==> config.mk <==
export PLATFORM = sky130hd
export DESIGN_NAME = uart_tx
export DESIGN_NICKNAME = d
export VERILOG_FILES = /design/src/rtl/uart_tx.sv
export SDC_FILE = /design/constraint.sdc
export NUM_CORES = 1
export LEC_CHECK = 0
export ABC_AREA = 0
export CORE_MARGIN = 8
export CORE_UTILIZATION = 24
export DETAILED_ROUTE_END_ITERATION = 16
export PLACE_DENSITY_LB_ADDON = 0.2
export SYNTH_ARGS = -nofsm -noshare
export SYNTH_HDL_FRONTEND = slang
export SYNTH_SLANG_ARGS = --single-unit
==> constraint.sdc <==
create_clock -name clk_i -period 2.85 [get_ports clk_i]
set_clock_uncertainty 0.15 [all_clocks]
set_input_delay 0.4275 -clock clk_i [delete_from_list [all_inputs] [get_ports clk_i]]
set_output_delay 0.4275 -clock clk_i [all_outputs]
set_load 0.1 [all_outputs]
==> src/rtl/uart_tx.sv <==
// UART transmitter: start bit, 5..8 data bits LSB first, optional even parity, 1 or 2 stop bits.
// Optional line-break feature enabled by defining UART_TX_BREAK_EN (adds input break_i).
module uart_tx #(
    parameter int unsigned DIV_WIDTH = 16
) (
    input  logic                 clk_i,
    input  logic                 rst_n_i,
    input  logic                 cfg_en_i,
    input  logic [DIV_WIDTH-1:0] cfg_div_i,
    input  logic                 cfg_parity_en_i,
    input  logic [1:0]           cfg_bits_i,
    input  logic                 cfg_stop_bits_i,
    input  logic [7:0]           tx_data_i,
    input  logic                 tx_valid_i,
    output logic                 tx_ready_o,
`ifdef UART_TX_BREAK_EN
    input  logic                 break_i,
`endif
    output logic                 tx_o,
    output logic                 busy_o
);

    typedef enum logic [2:0] {
        S_IDLE,
        S_START,
        S_DATA,
        S_PARITY,
        S_STOP
    } state_e;

    state_e               state_q, state_d;
    logic [DIV_WIDTH-1:0] baud_q, baud_d;
    logic [DIV_WIDTH-1:0] div_q, div_d;
    logic [2:0]           bit_q, bit_d;
    logic [7:0]           shift_q, shift_d;
    logic [1:0]           bits_q, bits_d;
    logic                 par_en_q, par_en_d;
    logic                 stop2_q, stop2_d;
    logic                 par_q, par_d;
    logic                 tx_q, tx_d;

    logic                 brk;
    logic                 bit_done;
    logic [7:0]           data_mask;
    logic [7:0]           masked_data;

`ifdef UART_TX_BREAK_EN
    assign brk = break_i;
`else
    assign brk = 1'b0;
`endif

    assign bit_done    = (baud_q == div_q);
    assign data_mask   = 8'hFF >> (2'd3 - cfg_bits_i);
    assign masked_data = tx_data_i & data_mask;

    assign tx_ready_o = cfg_en_i & (state_q == S_IDLE) & ~brk;
    assign busy_o     = (state_q != S_IDLE);
    assign tx_o       = tx_q;

    // NOTE: every signal gets a default before the case so no path leaves one unassigned (no latches).
    always_comb begin
        state_d  = state_q;
        baud_d   = baud_q;
        div_d    = div_q;
        bit_d    = bit_q;
        shift_d  = shift_q;
        bits_d   = bits_q;
        par_en_d = par_en_q;
        stop2_d  = stop2_q;
        par_d    = par_q;
        tx_d     = tx_q;

        if (state_q != S_IDLE) begin
            baud_d = bit_done ? '0 : baud_q + 1'b1;
        end

        // tx_d always carries the level for the state being entered, so tx_o is registered.
        case (state_q)
            S_IDLE: begin
                tx_d = ~(cfg_en_i & brk);
                if (tx_ready_o && tx_valid_i) begin
                    state_d  = S_START;
                    tx_d     = 1'b0;
                    baud_d   = '0;
                    bit_d    = '0;
                    shift_d  = masked_data;
                    par_d    = ^masked_data;
                    div_d    = cfg_div_i;
                    bits_d   = cfg_bits_i;
                    par_en_d = cfg_parity_en_i;
                    stop2_d  = cfg_stop_bits_i;
                end
            end
            S_START: begin
                if (bit_done) begin
                    state_d = S_DATA;
                    tx_d    = shift_q[0];
                    shift_d = shift_q >> 1;
                    bit_d   = '0;
                end
            end
            S_DATA: begin
                if (bit_done) begin
                    if (bit_q == (3'(bits_q) + 3'd4)) begin
                        state_d = par_en_q ? S_PARITY : S_STOP;
                        tx_d    = par_en_q ? par_q : 1'b1;
                        bit_d   = '0;
                    end else begin
                        tx_d    = shift_q[0];
                        shift_d = shift_q >> 1;
                        bit_d   = bit_q + 3'd1;
                    end
                end
            end
            S_PARITY: begin
                if (bit_done) begin
                    state_d = S_STOP;
                    tx_d    = 1'b1;
                end
            end
            S_STOP: begin
                if (bit_done) begin
                    if (stop2_q && (bit_q == 3'd0)) begin
                        bit_d = 3'd1;
                    end else begin
                        state_d = S_IDLE;
                        tx_d    = 1'b1;
                        bit_d   = '0;
                        shift_d = '0;
                    end
                end
            end
            default: begin
                state_d = S_IDLE;
                tx_d    = 1'b1;
            end
        endcase

        // Disabling drops any partial frame on the next edge.
        if (!cfg_en_i) begin
            state_d = S_IDLE;
            tx_d    = 1'b1;
            baud_d  = '0;
            bit_d   = '0;
            shift_d = '0;
        end
    end

    // NOTE: sequential state uses non-blocking assignments so all flops update from pre-edge values.
    always_ff @(posedge clk_i or negedge rst_n_i) begin
        if (!rst_n_i) begin
            state_q  <= S_IDLE;
            baud_q   <= '0;
            div_q    <= '0;
            bit_q    <= '0;
            shift_q  <= '0;
            bits_q   <= '0;
            par_en_q <= 1'b0;
            stop2_q  <= 1'b0;
            par_q    <= 1'b0;
            tx_q     <= 1'b1;
        end else begin
            state_q  <= state_d;
            baud_q   <= baud_d;
            div_q    <= div_d;
            bit_q    <= bit_d;
            shift_q  <= shift_d;
            bits_q   <= bits_d;
            par_en_q <= par_en_d;
            stop2_q  <= stop2_d;
            par_q    <= par_d;
            tx_q     <= tx_d;
        end
    end

endmodule

======== After elaboration in Yosys (flattened, before gate mapping) ========
Cells that the tools add are included.
storage, ports and cells
  bits in registers ....................... 52
  output and inout port bits .............. 3
  word-level logic and storage cells ...... 84
operators by class
  reductions and logical operators ........ 11
  shift-type cells ........................ 1
  bitwise logic cells ..................... 2
  multiplexer cells ....................... 41
  equal/unequal tests ..................... 15
  add/subtract/negate cells ............... 4
operator list
  cell                                                 number
  2-to-1 mux 16 bit                                    5
  2-to-1 mux 8 bit                                     7
  2-to-1 mux 3 bit                                     15
  one-hot mux 8 bit (4 select lines)                   1
  != test 3 bit, second input constant                 7
  adder 16 x 1 -> 16 bit, second input constant        1
  equality test 16 bit                                 1
  one-hot mux 3 bit (5 select lines)                   1
  AND reduction 7 bit                                  2
  one-hot mux 3 bit (4 select lines)                   1
  2-to-1 mux 1 bit                                     10
  AND reduction 5 bit                                  2
  bitwise AND 8 bit                                    1
  XOR reduction 8 bit                                  1
  >> shifter 8 x 2 -> 8 bit, first input constant      1
  equality test 3 x 2 -> 1 bit, second input constant  2
  logical NOT 3 bit                                    2
  != test 5 x 1 -> 1 bit, second input constant        1
  one-hot mux 1 bit (5 select lines)                   1
  adder 2 x 3 -> 3 bit, second input constant          1
  adder 3 x 1 -> 3 bit, second input constant          1
  equality test 3 x 1 -> 1 bit, second input constant  1
  equality test 3 bit                                  1
  equality test 3 bit, second input constant           1
  6 further kinds                                      7

======== Longest topological paths before layout ========
  word-level depth ........................ 6
  depth in mapped cells ................... 8

======== Worst setup path after synthesis ========
Ideal clock, no wire load.
  kind .................................... register to register
  from .................................... reg state_q[2]
  to ...................................... reg shift_q[0]
  library setup time ...................... 0.125 ns
  required time ........................... 2.575 ns
  setup slack ............................. 0.387 ns
  arrival time ............................ 2.188 ns
  stages on the path, launching flop included .. 8
  cell sequence ........................... dfrtp_1 -> buf_2 -> nor3_4 -> clkinv_2 -> o211ai_2 -> a221o_1 -> a31o_4 -> mux2_4
between the ends
  cells in the longest elaborated chain, start to end .. 5
  elaborated cells between the ends (all ways) .. 16
ends and longest elaborated chain
  item                                     line    text
  start: declaration                       31      state_e state_q, state_d;
  start signal: assignment                 164     state_q <= state_d;
  logical NOT 3 bit                        57, 79
  bitwise AND 1 bit                        57      assign tx_ready_o = cfg_en_i & (state_q == S_IDLE) & ~brk;
  logical AND 1 bit                        82      if (tx_ready_o && tx_valid_i) begin
  != test 3 x 2 -> 1 bit (no source line)  n/a
  AND reduction 7 bit (no source line)     n/a
  end signal: assignment                   168     shift_q <= shift_d;
  end: declaration                         35      logic [7:0] shift_q, shift_d;
Several ways; a longest one is shown, not always the timed one.
A chain may end at the register's enable or synchronous reset.

======== Worst setup path after layout ========
  from .................................... in cfg_en_i
  to ...................................... out tx_ready_o
between the ends
  cells in the longest elaborated chain, start to end .. 1
ends and longest elaborated chain
  item                line  text
  start: declaration  8     input logic cfg_en_i,
  bitwise AND 1 bit   57
  end: declaration    15    output logic tx_ready_o,
No other way between the ends.

==> results.cfg <==
[sta]
worst-slew-pin-transition_ns = 0.628
final.period_utilization = 0.844
fmax_mhz = 416
final_hold_viol_count = 12
finalSetupTns_ns = 0
grt_setup_unrepaired = false
max-slew-margin-rel = 0.581
final_max_slew_viol_count = 0
fin_crit_ns = 2.41
finalSetupViolations = 0
hold_ws_ns = -0.0114

[detailed_routing]
drt-wirelength-per-cell_um = 14.7
first_drt_iteration_drcs = 118
drt_first_pass_iters = 4
detail_route.vias_per_cell = 4.66
remaining_drc_errors = 0
total_wire_length_mm = 6.90
detailroute.via_count = 2183
route.antenna.remaining_nets = 0

[placed_design]
place_inst = 460
gp_congestion = 0.786
detailed_place_hpwl_mm = 5.32
buffer_ports.inserted = 34

[clock_tree]
cts_tree = built
cts_sinks = 52
clk_latency_ns = 0.29
worst_setup_hold_path_clk_slew_ns = 0.07
cts.htree.levels = 2
cts_root_buffer = clkbuf_16
ctsHoldBuffers = 0
post_cts_buffers = 0
clockBufferDepth = 2
inserted_clock_buffers = 5
ctsResizeCount = 0

[die]
chipHeight_um = 127
num_rows = 40
floorplan.initialDensity = 0.245
dieArea_um2 = 16000
chip_width_um = 127
design.core.area_um2 = 12000
pin_count = 35

[grt]
via_count_of_the_first_global_routing_pass = 2242
gr-usage-all-layers = 0.0880
maximum_number_of_pins_on_one_net_before_global_route_repair = 29
overflow = 0
antenna_violations_before_repair = 0
wire_length_of_the_first_global_routing_pass_mm = 11.6

[worst_setup_path]
critPathCaptureType = primary output
reg2reg_from = state_q[2]$_DFFE_PN0P_
setup.reg_to_reg.worst_slack_ns = 0.45
crit_slowest_cell = clkdlybuf4s50_1
timing.critical_path.max_delay_family = buffers and inverters
cp_num_buf_inv = 3
timing.critical_path.fanout_max = 9
start_kind = input port
cp.required_ns = 2.27
critical_register_to_register_path_endpoint = shift_q[2]$_DFFE_PN0P_
cp_slowest_stage_delay_ns = 0.67
worst_r2r_path_depth = 6
timing.critical_path.cells = clkdlybuf4s50_1 -> nand2b_1 -> or2_1 -> inv_2 -> buf_12
critPathArrivalTime_ns = 1.83
worst-setup-path-type = input port to primary output

[yosys]
synth_nets = 315
postSynth.asyncResetShare = 1.00
synth-warning-count = 0
count_of_flip_flops_with_a_built_in_enable_after_synthesis = 0
synthDistinctLibCells = 57
syn_inst = 280
avg_synthesized_cell_area_um2 = 10.5
synth_ff_type = dfrtp_1
netlist_area_um2 = 2940
ys_ff_latch = 52
proportion_of_synthesized_chip_area_in_sequential_cells = 0.443

[status]
outcome = finished with violations
failing_checks = hold timing

[min_path]
hold_path_class = input port to asynchronous set/reset pin

[finish]
nNetsFinal = 355
area_growth_syn_to_layout_pct = 24.6
n_antenna_cell = 0
final_layout_size_suffix_gt1_frac = 0.134
final-instance-count-excl-fill = 468

[power_and_ir_drop]
static-leakage-power_nw = 1.55
pwr_density_cell_nw_per_um2 = 515
ir_worst_vdd_mv = 0.213

[flow_run]
maxCapViolCount = 0
## metal layers
metal	up-vias	track usage	wire [um]
met5	-	0	0
met4	0	0.0336	89
met3	6	0.0159	286
met2	42	0.134	3060
met1	1060	0.121	3460
li1	1075	-	-
## worst register-to-register path: stages (launching register included)
cell and delay (ns):
dfrtp_1 0.75, nor3_4 0.11, clkinv_2 0.15, o211ai_2 0.10
a221o_1 0.45, a31o_4 0.28, mux2_4 0.31
## cells in the mapped netlist, types with 7 or more instances
library cell   n  area share
mux2_1        17       0.065
nand2_1       27       0.034
nand3_1        9       0.015
xor2_1        24       0.071
o21ai_0        7       0.012
a21oi_1        8       0.014
nor2_1        23       0.029
xnor2_1       15       0.045
dfrtp_1       51        0.43
## how the worst max path moves through the flow
stage,startpoint,endpoint,slack [ns],cells after the start
2_1_floorplan,state_q[2]$_DFFE_PN0P_,shift_q[0]$_DFFE_PN0P_,0.39,7
3_3_place_gp,cfg_en_i,shift_q[0]$_DFFE_PN0P_,0.27,6
3_5_place_dp,cfg_en_i,div_q[5]$_DFFE_PN0P_,0.21,7
4_1_cts,cfg_en_i,tx_ready_o,0.42,5
5_1_grt,cfg_en_i,tx_ready_o,0.33,5
6_report,cfg_en_i,tx_ready_o,0.44,5
## power breakdown
group          total (mW)  switching (mW)  internal (mW)
sequential          0.885          0.0630          0.822
combinational       0.373           0.190          0.184
clock               0.629           0.254          0.374
## layout by cell type, fill, tap and decap left out, types with 2 or more instances in the layout
cell             netlist  routed
o221ai_1               5       5
clkdlybuf4s50_1        0      30
nor4_1                 4       4
a211o_1                3       3
nand3_1                9       9
mux2_1                17      17
buf_4                  1      12
clkbuf_16              0       5
xor2_1                24      24
mux2_2                 4       4
nand2_1               27      27
o2111ai_1              2       2
clkbuf_8               0       2
inv_1                  5       5
and3_1                 5       5
or2_1                  2       2
dfrtp_1               51      51
buf_12                 0       3
nand2b_1               4       4
nor3_1                 4       4
o21ai_0                7       7
ha_1                   3       3
mux2i_1                2       2
a21oi_1                8       8
a31oi_1                4       4
nor2_1                23      23
nand4_1                5       5
mux2_4                 5       5
xnor2_1               15      15
## sequential cells by signal, indices dropped and copies added, names as in the netlist
name and flops:
bits_q 2, baud_q 16, tx_o 1, state_q 3, par_en_q 1, bit_q 3
par_q 1, shift_q 8, div_q 16, stop2_q 1
## kinds of logic after synthesis
logic type	synth area share
simple gates	0.164
mux	0.113
flops	0.443
fa+ha+maj	0.0128
xor+xnor	0.122
buf+inv	0.0345
compound gates	0.111
## cell type report
class | instances | area (um2)
fillers | 1247 | 8350
multi-input cells | 208 | 1540
flip-flops and latches | 52 | 1300
repair buffers | 46 | 455
well taps | 147 | 184
clock buffers | 8 | 156
inverters | 7 | 27.5
## stage by stage
step                total power, mW  hold slack, ns  instance area, um2  utilization  setup WS (ns)
floorplan                      1.13         -0.0181                2940            -          0.387
global placement               1.28           0.322                3510        0.292          0.271
detailed placement             1.28           0.327                3510        0.292          0.212
CTS                            1.92          0.0145                3660        0.305          0.416
global route                   1.99          0.0408                3660        0.305          0.330
finish                         1.89         -0.0114                3660        0.305          0.444
(Power assumes the default switching activity.)
